## config.mk

```make
export PLATFORM = sky130hd
export DESIGN_NAME = bound_flasher_gen
export DESIGN_NICKNAME = d
export VERILOG_FILES = /design/src/rtl/bound_flasher_gen.sv
export SDC_FILE = /design/constraint.sdc
export NUM_CORES = 1
export LEC_CHECK = 0
export CORE_MARGIN = 4
export CORE_UTILIZATION = 60
export DETAILED_ROUTE_END_ITERATION = 12
export DONT_BUFFER_PORTS = 1
export PLACE_DENSITY = 0.76
export SYNTH_ARGS = -nofsm -noshare
export SYNTH_HDL_FRONTEND = slang
export SYNTH_SLANG_ARGS = --single-unit
```

## constraint.sdc

```tcl
create_clock -name clk -period 8.64 [get_ports clk]
set_input_delay 1.728 -clock clk [delete_from_list [all_inputs] [get_ports clk]]
set_output_delay 1.728 -clock clk [all_outputs]
set_load 0.01 [all_outputs]
```

## src/rtl/bound_flasher_gen.sv

```systemverilog
// Bound flasher: a registered thermometer LED bar that sweeps up and down through a
// programmable table of phase targets; flick starts a sequence and can kick it back.
module bound_flasher_gen #(
  parameter int unsigned N       = 16,
  parameter int unsigned PHASES  = 6,
  parameter int unsigned DIV     = 1,
  parameter int unsigned KICK_LO = 0,
  parameter int unsigned KICK_HI = 6,
  localparam int unsigned CW = $clog2(N + 1),
  localparam int unsigned PW = $clog2(PHASES),
  parameter logic [PHASES*CW-1:0] TBL_INIT = {CW'(0), CW'(6), CW'(0), CW'(11), CW'(6), CW'(16)}
) (
  input  logic          clk,
  input  logic          reset,
  input  logic          flick,
  input  logic          cfg_we,
  input  logic [PW-1:0] cfg_addr,
  input  logic [CW-1:0] cfg_data,
  output logic [N-1:0]  LED,
  output logic          busy,
  output logic          done
);

  localparam int unsigned DW = (DIV > 1) ? $clog2(DIV) : 1;
  localparam logic [PW-1:0] LastP = PW'(PHASES - 1);
  localparam logic [CW-1:0] Full  = CW'(N);

  typedef enum logic [0:0] {StIdle, StRun} state_e;

  state_e        state_q, state_d;
  logic [PW-1:0] p_q, p_d;
  logic [CW-1:0] c_q, c_d;
  logic [DW-1:0] cnt_q, cnt_d;
  logic [N-1:0]  led_q, led_d;
  logic          done_q, done_d;

  logic          flick_s1_q, flick_s2_q, flick_s3_q;
  logic          flick_evt;
  logic [CW-1:0] tbl_q [PHASES];
  logic [CW-1:0] wr_val;
  logic [CW-1:0] tgt;
  logic          up, tick, complete, kick;

  // Two-flop synchroniser plus one delay flop for rising-edge detection.
  always_ff @(posedge clk or negedge reset) begin
    if (!reset) begin
      flick_s1_q <= 1'b0;
      flick_s2_q <= 1'b0;
      flick_s3_q <= 1'b0;
    end else begin
      flick_s1_q <= flick;
      flick_s2_q <= flick_s1_q;
      flick_s3_q <= flick_s2_q;
    end
  end

  assign flick_evt = flick_s2_q & ~flick_s3_q;

  assign wr_val = (cfg_data > Full) ? Full : cfg_data;

  always_ff @(posedge clk or negedge reset) begin
    if (!reset) begin
      for (int unsigned i = 0; i < PHASES; i++) begin
        tbl_q[i] <= TBL_INIT[i*CW +: CW];
      end
    end else if (cfg_we && (state_q == StIdle) && (32'(cfg_addr) < PHASES)) begin
      tbl_q[cfg_addr] <= wr_val;
    end
  end

  function automatic logic [CW-1:0] step(input logic [CW-1:0] val, input logic dir_up);
    if (dir_up) begin
      return (val == Full) ? val : val + CW'(1);
    end
    return (val == '0) ? val : val - CW'(1);
  endfunction

  assign tgt      = tbl_q[p_q];
  assign up       = ~p_q[0];
  assign tick     = (state_q == StRun) && (cnt_q == DW'(DIV - 1));
  assign complete = up ? (c_q >= tgt) : (c_q <= tgt);
  assign kick     = (state_q == StRun) && flick_evt && p_q[0] && (p_q != LastP) &&
                    ((c_q == CW'(KICK_LO)) || (c_q == CW'(KICK_HI)));

  always_comb begin
    state_d = state_q;
    p_d     = p_q;
    c_d     = c_q;
    cnt_d   = cnt_q;
    done_d  = 1'b0;
    unique case (state_q)
      StIdle: begin
        if (flick_evt) begin
          state_d = StRun;
          p_d     = '0;
          c_d     = '0;
          cnt_d   = '0;
        end
      end
      StRun: begin
        // A kick wins over a coincident tick: back one phase, count held.
        if (kick) begin
          p_d   = p_q - PW'(1);
          cnt_d = '0;
        end else if (tick) begin
          cnt_d = '0;
          if (!complete) begin
            c_d = step(c_q, up);
          end else if (p_q == LastP) begin
            state_d = StIdle;
            c_d     = '0;
            done_d  = 1'b1;
          end else begin
            p_d = p_q + PW'(1);
            c_d = step(c_q, ~up);
          end
        end else begin
          cnt_d = cnt_q + DW'(1);
        end
      end
      default: state_d = StIdle;
    endcase
  end

  always_comb begin
    led_d = '0;
    for (int unsigned i = 0; i < N; i++) begin
      led_d[i] = (CW'(i) < c_d);
    end
  end

  always_ff @(posedge clk or negedge reset) begin
    if (!reset) begin
      state_q <= StIdle;
      p_q     <= '0;
      c_q     <= '0;
      cnt_q   <= '0;
      led_q   <= '0;
      done_q  <= 1'b0;
    end else begin
      state_q <= state_d;
      p_q     <= p_d;
      c_q     <= c_d;
      cnt_q   <= cnt_d;
      led_q   <= led_d;
      done_q  <= done_d;
    end
  end

  assign LED  = led_q;
  assign busy = (state_q == StRun);
  assign done = done_q;

endmodule
```

==> results.md, run 1 <==
- Post-DRT Antenna Nets: 0
- Iter 0 DRT Violations: 153
- Total CTS buffers: 9
- Fraction of layout cells with a size suffix above 1: 30.7%
- Vias in the first global route: 2109
- Power share of the combinational group: 51.6%
- GPL Wtd Cong: 0.902
- Primary FF master, synth: dfrtp_1
- Post-CTS setup buffers: 0
- Required time worst endpoint: 8850 ps
- Final Setup Violations: 0
- Die area: 0.00653 mm^2
- H-tree depth: 3
- Worst Max-Slew Pin Slew: 1250 ps
- Die W: 80.8 um
- Maximum vdd drop: 318 uV
- Initial Util: 61.9%
- Cell area after synthesis: 0.00318 mm^2
- Fill count: 397
- IO Count: 30
- Gr ovfl total: 0
- Crit-path max cell delay: 1010 ps
- PwrDens: 472 mW/mm^2
- Synth unique cells: 63
- Initial antenna violation count: 0
- First-pass GRT wire length: 10500 um
- Data arrival time of the worst path: 4040 ps
- Worst-Skew Late Latency: 340 ps
- Critical Path Most Common Cell: a21oi_1
- Setup TNS: 0 ps
- Maximum root-to-sink buffer count: 2
- Layout Skew: 13.8 ps
- Total clock sinks: 59
- Layout Nets: 290
- Outcome: finished, final reports clean
- Vias post-DR: 2081
- Total GRT Usage: 21.7%
- Fraction of registers with async set/reset: 100%
- Vias per std cell: 6.05
- Residual DRC count: 0
- Ys Warns: 0
- Sequential fraction of the synthesis area: 46.7%
- Wirelength per Cell: 18.4 um
- Max_slew headroom: 15.9%
- Post-route setup slack: 4810 ps
- Synth top area cells: dfrtp_1, mux2_2, dfstp_2
- Core area: 0.00514 mm^2
- CP Capture Type: flop
- Post-DP HPWL: 4410 um
- Max Freq: 0.261 GHz
- Syn Nets: 288
- TritonRoute pass-1 iters: 4
- Flops & latches, synth: 59
- Unrepaired setup endpoints after global routing: false
- Hold_buf cts: 0
- Yosys top cell area share: 40.1%
- Mapped Cells: 267
- Area leader, netlist: dfrtp_1
- Chip Height: 80.8 um
- Hold WC Path Type: reg2reg
- Internal Pwr Total: 909 uW
- Part of the power in registers: 32.8%
- CTS tree: done
- CTS-repair resized insts: 0
- Worst Setup Start Kind: flop
- Clock-pin slew on the worst setup and hold paths: 80 ps
- Root Driver: clkbuf_8
- Leakage: 0.00148 uW
- Hold Fails Final Rpt: 0
- Sw Ratio: 43.5%
- Avg Inst Size Synth: 11.9 um^2
- Dpl ws: 4820 ps
- Min cycle time layout: 3830 ps
- Row count: 26
- Number of flops mapped to enable cells by yosys: 0
- Setup CP Type: reg2reg
- Port buffer count: 0
- Cell-by-cell trace of the critical path: mux4_2 -> a21oi_1 -> ha_1 -> a21o_1 -> a21oi_2 -> a211o_1 -> and3b_1 -> o31a_4 -> inv_4 -> nor4_2 -> a21oi_1
- Max_cap viols: 0
- CP max FO: 24
- Clock share of power: 15.6%
- CP max-delay cell: dfrtp_1
- Area growth, synth to finish: 7.20%
- ANT cells: 0
- Max Slew Vio Count: 0
- Period utilisation layout: 44.3%
- Wirelength, routed: 6330 um
- Largest net degree at the start of global routing: 60
- Sw Pwr: 700 uW
-- area by class of cell --
type,instances,area (um^2),area share (%)
multi-input combinational,187,1590,46.6
sequential,59,1490,43.6
clock buffer,9,124,3.63
tap,70,87.6,2.57
clock inverter,7,76.3,2.24
inverter,12,47.5,1.39
-- flip-flops by register name, indices dropped and copies added, names as in the netlist --
| signal | cells |
|---|---|
| LED | 15 |
| busy | 1 |
| c_q | 5 |
| cnt_q | 1 |
| done | 1 |
| flick_s1_q | 1 |
| flick_s2_q | 1 |
| flick_s3_q | 1 |
| p_q | 3 |
| tbl_q | 30 |
-- synthesized netlist by cell type, drive strengths merged (7+ instances only) --
master / instances
a21oi: 13
buf: 8
dfrtp: 51
dfstp: 8
ha: 8
inv: 12
mux2: 32
mux2i: 7
nand2: 16
nand2b: 7
nand3: 7
nor2: 16
nor2b: 8
o21ai: 12
-- through the flow --
stage / hold slack (ps) / area [um^2] / total power (uW) / util (%) / instances
floorplan: 331 / 3180 / 1200 / - / 267
global placement: 332 / 3210 / 1330 / 62.5 / 328
detailed placement: 337 / 3210 / 1350 / 62.5 / 328
CTS: 354 / 3410 / 1610 / 66.4 / 344
global route: 362 / 3410 / 1730 / 66.4 / 344
finish: 353 / 3410 / 1610 / 66.4 / 344
-- power groups by stage --
stage | combinational (uW) | clock, uW | sequential (uW)
floorplan | 745 | 0 | 460
global placement | 804 | 0 | 529
detailed placement | 816 | 0 | 532
CTS | 826 | 258 | 528
global route | 920 | 272 | 542
finish | 830 | 252 | 527
-- cell families after synthesis --
kind of cell / synth area share (%)
mux: 17.2
fa+ha+maj: 3.78
buf+inv: 3.34
flops: 46.7
simple gates: 15.5
compound gates: 12.4
xor+xnor: 1.10
-- worst max-delay path: cells and delay by family, from the launching register on --
kind	cells	cell delay [ps]
and+or+nand+nor	2	640
DFF	1	1010
AOI/OAI and AO/OA	6	1120
buffers and inverters	1	50
muxes	1	600
adders and majority gates	1	270
-- metal layers --
layer	track usage, %	vias to the layer above	routed length, um
met5	0	-	0
li1	-	973	-
met2	30.9	55	2860
met1	31.3	1046	3050
met4	8.95	0	95
met3	6.10	7	327
-- final timing paths --
path,slack [ps],cells past startpoint,from,end
max,4810,11,p_q[0]$_DFFE_PN0P_,LED[8]$_DFF_PN0_
min,350,0,flick_s1_q$_DFF_PN0_,flick_s2_q$_DFF_PN0_
max reg2reg,4810,11,p_q[0]$_DFFE_PN0P_,LED[8]$_DFF_PN0_
min reg2reg,350,0,flick_s1_q$_DFF_PN0_,flick_s2_q$_DFF_PN0_
max in group asynchronous,7350,0,reset,tbl_q[7]$_DFFE_PN1P_
min in group asynchronous,1090,0,reset,done$_DFF_PN0_
-- cell usage in the layout, fill, tap and decap left out, types with 8 or more instances in the layout --
cell type	Yosys	layout
dfstp_2	8	8
dfrtp_1	51	51
a21oi_1	12	12
clkbuf_8	0	9
nor2b_1	8	8
mux2_2	30	30
inv_1	11	11
nor2_1	14	14
ha_1	8	8
nand2_1	15	15
Note: power is estimated with default switching activity, not from simulation.
==> run 2: changes to the inputs <==
--- a/config.mk
+++ b/config.mk
@@ -6,10 +6,10 @@
 export NUM_CORES = 1
 export LEC_CHECK = 0
 export CORE_MARGIN = 4
-export CORE_UTILIZATION = 60
+export CORE_UTILIZATION = 57
 export DETAILED_ROUTE_END_ITERATION = 12
 export DONT_BUFFER_PORTS = 1
-export PLACE_DENSITY = 0.76
+export PLACE_DENSITY = 0.75
 export SYNTH_ARGS = -nofsm -noshare
 export SYNTH_HDL_FRONTEND = slang
 export SYNTH_SLANG_ARGS = --single-unit
==> constraint.sdc (replaced) <==
create_clock -name clk -period 3.5 [get_ports clk]
set_input_delay 0.7 -clock clk [delete_from_list [all_inputs] [get_ports clk]]
set_output_delay 0.7 -clock clk [all_outputs]
set_load 0.01 [all_outputs]
==> run 2 against run 1 <==
Effect of this change:
- sequential cell count did not move
- core utilization fell by 1.0 points
- hold slack got worse by 290 ps
- die area rose by 4.7%
- clock power rose by 150%
- setup slack got worse by 4600 ps
- cell area rose by 0.92%
- clock-buffer cell count rose by 5
- global-route usage fell by 0.26 points
- first-iteration DRC count fell by 5.9%
- critical path depth fell by 1
- critical endpoint is now LED[10]$_DFF_PN0_
- largest power group unchanged
- highest routed layer unchanged
==> results.md, run 2 (synthesis results as in run 1) <==
- Residual DRC count: 0 (unchanged)
- Iter 0 DRT Violations: 144 (-5.9%)
- Clock-pin slew on the worst setup and hold paths: 70 ps (about the same)
- Die area: 0.00684 mm^2 (+4.7%)
- IO Count: 30 (unchanged)
- Max Slew Vio Count: 0 (unchanged)
- Worst Max-Slew Pin Slew: 596 ps (-654 ps)
- Unrepaired setup endpoints after global routing: false
- Most frequent cells in the layout: dfrtp_1, mux2_2, nand2_1
- Area growth, synth to finish: 8.18%
- Finished Layout Cells: 347 (+0.87%)
- Period utilisation layout: 92.9% (+49 points)
- Initial antenna violation count: 0 (unchanged)
- Hold WC Path Type: in2async
- PwrDens: 1180 mW/mm^2 (+150%)
- Hold Fails Final Rpt: 0 (unchanged)
- Max_cap viols: 0 (unchanged)
- Max_slew headroom: 60.2% (+44 points)
- Maximum root-to-sink buffer count: 2 (unchanged)
- Total CTS buffers: 9 (unchanged)
- Sw Pwr: 1740 uW (+150%)
- H-tree depth: 3 (unchanged)
- Root Driver: clkbuf_8
- Worst-Skew Late Latency: 330 ps (about the same)
- Largest register FFs: 30 (unchanged)
- CP max FO: 6 (-75%)
- Vias in the first global route: 2139 (+1.4%)
- Post-DRT Antenna Nets: 0 (unchanged)
- Vias per std cell: 6.14 (+1.6%)
- Part of the power in registers: 30.8% (-2.0 points)
- Worst Setup Start Kind: flop
- Outcome: finished, final reports clean
- GPL Wtd Cong: 0.859 (-4.9%)
- Clock share of power: 15.4% (-0.2 points)
- First-pass GRT wire length: 10700 um (+1.6%)
- Leakage: 0.00150 uW (+1.4%)
- Required time worst endpoint: 3740 ps (-5110 ps)
- ANT cells: 0 (unchanged)
- Wirelength per Cell: 18.5 um (+0.72%)
- Vias post-DR: 2132 (+2.5%)
- Post-DP HPWL: 4540 um (+2.9%)
- Port buffer count: 0 (unchanged)
- Placed instance count: 331 (+0.91%)
- CTS tree: done
- Wirelength, routed: 6430 um (+1.6%)
- Post-CTS setup buffers: 0 (unchanged)
- Biggest register: tbl_q
- Layout Nets: 293 (+1.0%)
- Chip Height: 82.7 um (+2.3%)
- Largest net degree at the start of global routing: 60 (unchanged)
- Leading cell type in the layout, fill and taps excluded: dfrtp_1
- Fraction of layout cells with a size suffix above 1: 31.0% (+0.39 points)
- CTS-repair resized insts: 0 (unchanged)
- Row count: 26 (unchanged)
- Final Setup Violations: 0 (unchanged)
- Max Freq: 0.308 GHz (+18%)
- Min cycle time layout: 3250 ps (-575 ps)
- CP Capture Type: flop
- Dpl ws: 124 ps (-4690 ps)
- TritonRoute pass-1 iters: 5 (+1)
- Total GRT Usage: 21.5% (-0.26 points)
- Layout Skew: 11.3 ps (-2.51 ps)
- Core area: 0.00527 mm^2 (+2.5%)
- Sw Ratio: 43.0% (-0.53 points)
- Utilization after layout: 65.3% (-1.0 points)
- Total clock sinks: 59 (unchanged)
- Initial Util: 60.4% (-1.5 points)
- Setup CP Type: reg2reg
- Data arrival time of the worst path: 3500 ps (-540 ps)
- Setup TNS: 0 ps (unchanged)
- Power share of the combinational group: 53.9% (+2.3 points)
- Gr ovfl total: 0 (unchanged)
- Post-route setup slack: 250 ps (-4560 ps)
- Die W: 82.7 um (+2.3%)
- Maximum vdd drop: 934 uV (+190%)
- Hold_buf cts: 0 (unchanged)
- Internal Pwr Total: 2310 uW (+150%)
run 2: changes by cell type in the layout (fill, tap and decap cells not counted), sizes merged:
cell      previous run  this run
clkinv               2         1
buf                  0         3
inv                 14        12
clkbuf               9        14
clkinvlp             2         0
run 2: final timing paths:
check / cells after the start / endpoint / slack, ps / start
worst max-delay path: 10 / LED[10]$_DFF_PN0_ / 250 / p_q[0]$_DFFE_PN0P_
worst min-delay path: 0 / c_q[0]$_DFF_PN0_ / 60 / reset
worst max register to register: 10 / LED[10]$_DFF_PN0_ / 250 / p_q[0]$_DFFE_PN0P_
worst min register to register: 0 / flick_s2_q$_DFF_PN0_ / 350 / flick_s1_q$_DFF_PN0_
max in group asynchronous: 0 / tbl_q[18]$_DFFE_PN1P_ / 3240 / reset
min in group clk: 0 / flick_s2_q$_DFF_PN0_ / 350 / flick_s1_q$_DFF_PN0_
run 2: layer usage:
metal	vias up	global-route usage, %	wire [um]	part of all wire (%)
li1	979	-	-	-
met1	1081	30.7	3050	47
met2	59	31.3	2910	45
met3	13	5.53	345	5.4
met4	0	8.66	121	1.9
met5	-	0	0	0
run 2: per-stage QoR:
step	instance area [um^2]	hold WS, ps	total power [uW]
after CTS	3430	51.6	4020
after global placement	3230	335	3310
after floorplan	3180	331	2970
after detailed placement	3230	339	3360
after global routing	3440	38.6	4370
final	3440	62.1	4050
run 2: cell type report:
| class | instances | area (um^2) |
|---|---|---|
| Sequential cell | 59 | 1490 |
| Fill cell | 411 | 1830 |
| Inverter | 12 | 47.5 |
| Clock inverter | 2 | 35.0 |
| Tap cell | 70 | 87.6 |
| Multi-Input combinational cell | 187 | 1600 |
| Timing Repair Buffer | 3 | 22.5 |
| Clock buffer | 14 | 163 |
run 2: power by group through the flow:
stage / Combinational, uW / Clock (uW) / Sequential (uW)
2_1_floorplan: 1840 / 0 / 1140
3_3_place_gp: 2060 / 0 / 1250
3_5_place_dp: 2110 / 0 / 1250
4_1_cts: 2140 / 635 / 1250
5_1_grt: 2420 / 674 / 1280
6_report: 2180 / 624 / 1250
run 2: critical path, cell delays in order, from the launching register on:
cell and delay, ps:
dfrtp_2 490, mux4_2 530, a21oi_1 150, ha_1 260, a21o_1 180, a21oi_2 250, a31oi_4 170, xnor2_1 300
nor4b_2 470, o31ai_2 190, a21oi_1 180
==> run 3: changes to the inputs <==
--- a/config.mk
+++ b/config.mk
@@ -5,10 +5,12 @@
 export SDC_FILE = /design/constraint.sdc
 export NUM_CORES = 1
 export LEC_CHECK = 0
+export CORE_ASPECT_RATIO = 1.1
 export CORE_MARGIN = 4
 export CORE_UTILIZATION = 57
 export DETAILED_ROUTE_END_ITERATION = 12
 export DONT_BUFFER_PORTS = 1
+export GPL_TIMING_DRIVEN = 1
 export PLACE_DENSITY = 0.75
 export SYNTH_ARGS = -nofsm -noshare
 export SYNTH_HDL_FRONTEND = slang
==> run 3 against run 2 <==
Effect of this change:
- first-iteration DRC count shrank 41%
- clock skew up 1.3 ps
- hold slack got worse by 26 ps
- global-route usage down 0.60 points
- cell area grew 0.44%
- largest cell class unchanged
- largest power group unchanged
==> results.md, run 3 (synthesis results as in run 1) <==
- Area growth, synth to finish: 8.65%
- Hold_buf cts: 0 (unchanged)
- Period utilisation layout: 92.6% (-0.27 points)
- Max Freq: 0.309 GHz (+0.29%)
- Layout Nets: 293 (unchanged)
- Die area: 0.00684 mm^2 (about the same)
- CTS-repair resized insts: 0 (unchanged)
- Total CTS buffers: 9 (unchanged)
- Vias post-DR: 2118 (-0.66%)
- Layout Skew: 12.6 ps (+1.31 ps)
- Worst r2r src: p_q[0]$_DFFE_PN0P_
- ANT cells: 0 (unchanged)
- Finished Layout Cells: 352 (+1.4%)
- Max_slew headroom: 58.8% (-1.4 points)
- Post-CTS setup buffers: 0 (unchanged)
- Die W: 79.2 um (-4.2%)
- CP Capture Type: flop
- First-pass GRT wire length: 10700 um (-0.51%)
- Vias per std cell: 6.02 (-2.1%)
- Worst-Skew Late Latency: 350 ps (+20 ps)
- Final Setup Violations: 0 (unchanged)
- Maximum root-to-sink buffer count: 2 (unchanged)
- IO Count: 30 (unchanged)
- Biggest register: tbl_q
- Row count: 28 (+7.7%)
- Leakage: 0.00150 uW (+0.11%)
- Max Slew Vio Count: 0 (unchanged)
- Initial Util: 59.0% (-1.4 points)
- Post-DP HPWL: 4560 um (+0.58%)
- Initial antenna violation count: 0 (unchanged)
- Max_cap viols: 0 (unchanged)
- Hold WC Path Type: in2async
- Unrepaired setup endpoints after global routing: false
- Outcome: finished, final reports clean
- Crit path to: LED[8]$_DFF_PN0_
- Wirelength, routed: 6250 um (-2.7%)
- Most frequent cells in the layout: dfrtp_1, mux2_2, nand2_1
- Critical Path Most Common Cell: a21oi_1
- Residual DRC count: 0 (unchanged)
- Worst Max-Slew Pin Slew: 613 ps (+17.0 ps)
- Required time worst endpoint: 3720 ps (-20 ps)
- Core area: 0.00540 mm^2 (+2.4%)
- Top Family by Delay on Critical Path: compound AO/OA/AOI/OAI gates
- Gr ovfl total: 0 (unchanged)
- Data arrival time of the worst path: 3460 ps (-40 ps)
- Dpl ws: 47.1 ps (-77.3 ps)
- Post-route setup slack: 259 ps (+9.29 ps)
- Min cycle time layout: 3240 ps (-9.29 ps)
- CP max-delay cell: mux4_2
- Total clock sinks: 59 (unchanged)
- Number of buffers and inverters on the critical path: 1 (+1)
- Total GRT Usage: 20.9% (-0.60 points)
- Port buffer count: 0 (unchanged)
- CP max FO: 9 (+3)
- CTS tree: done
- Largest register FFs: 30 (unchanged)
- Cell-by-cell trace of the critical path: mux4_2 -> a21oi_1 -> ha_1 -> nor2b_1 -> o21ai_2 -> a211o_1 -> and3b_1 -> o31a_4 -> inv_4 -> nor4_4 -> a21oi_1
- RR Endpoint: LED[8]$_DFF_PN0_
- Chip Height: 86.4 um (+4.4%)
- Reg2Reg Setup Slack: 260 ps (about the same)
- H-tree depth: 3 (unchanged)
- Root Driver: clkbuf_8
- CP Launch Point: p_q[0]$_DFFE_PN0P_
- Number of stages on the worst setup path: 11 (+1)
- TritonRoute pass-1 iters: 4 (-1)
- Setup CP Type: reg2reg
- Crit-path max cell delay: 560 ps (+30 ps)
- Fraction of layout cells with a size suffix above 1: 31.4% (+0.36 points)
- Leading cell type in the layout, fill and taps excluded: dfrtp_1
- PwrDens: 1170 mW/mm^2 (-0.56%)
- Hold Fails Final Rpt: 0 (unchanged)
- Largest net degree at the start of global routing: 60 (unchanged)
- FF-to-FF path depth: 11 (+1)
- Vias in the first global route: 2236 (+4.5%)
- Maximum vdd drop: 525 uV (-44%)
- Wirelength per Cell: 17.8 um (-4.1%)
- GPL Wtd Cong: 0.833 (-3.0%)
- Worst Setup Start Kind: flop
- Iter 0 DRT Violations: 85 (-41%)
- Placed instance count: 336 (+1.5%)
- Post-DRT Antenna Nets: 0 (unchanged)
- Clock-pin slew on the worst setup and hold paths: 70 ps (about the same)
- Setup TNS: 0 ps (unchanged)
## run 3: worst min-delay path by stage
stage                           endpoint  cells after the start
floorplan           flick_s2_q$_DFF_PN0_                      0
global placement    flick_s2_q$_DFF_PN0_                      0
detailed placement  flick_s2_q$_DFF_PN0_                      0
CTS                 flick_s3_q$_DFF_PN0_                      0
global route            c_q[4]$_DFF_PN0_                      0
finish              flick_s3_q$_DFF_PN0_                      0
## run 3: area by class of cell
type	instances	area [um^2]
clock buffers	12	145
clock inverters	4	51.3
fillers	435	1940
inverters	12	47.5
multi-input cells	187	1610
flip-flops and latches	59	1490
well taps	75	93.8
repair buffers	3	22.5
## run 3: stage by stage
stage	utilization, %	hold slack [ps]	instance area (um^2)	power [uW]
global route	64.1	7.34	3460	4360
CTS	63.7	19.1	3440	4000
finish	64.1	36.5	3460	4050
global placement	60.0	335	3240	3310
detailed placement	60.0	356	3240	3370
floorplan	-	331	3180	2970
## run 3: power breakdown
part,internal (uW),switching (uW),total (uW)
sequential,978,275,1250
clock,348,269,617
combinational,981,1200,2180
## run 3: layer usage
layer,wire length (um),global-route usage [%],up-vias
met5,0,0,-
met4,187,10.6,0
met3,277,6.86,20
met2,3180,34.8,53
met1,2610,24.0,1061
li1,-,-,984
## run 3: worst reg2reg max path, stage by stage, from the launching register on
cell     delay, ps
dfrtp_2        540
mux4_2         570
a21oi_1        170
ha_1           270
nor2b_1        160
o21ai_2        230
a211o_1        220
and3b_1        190
o31a_4         190
inv_4           60
nor4_4         380
a21oi_1        130
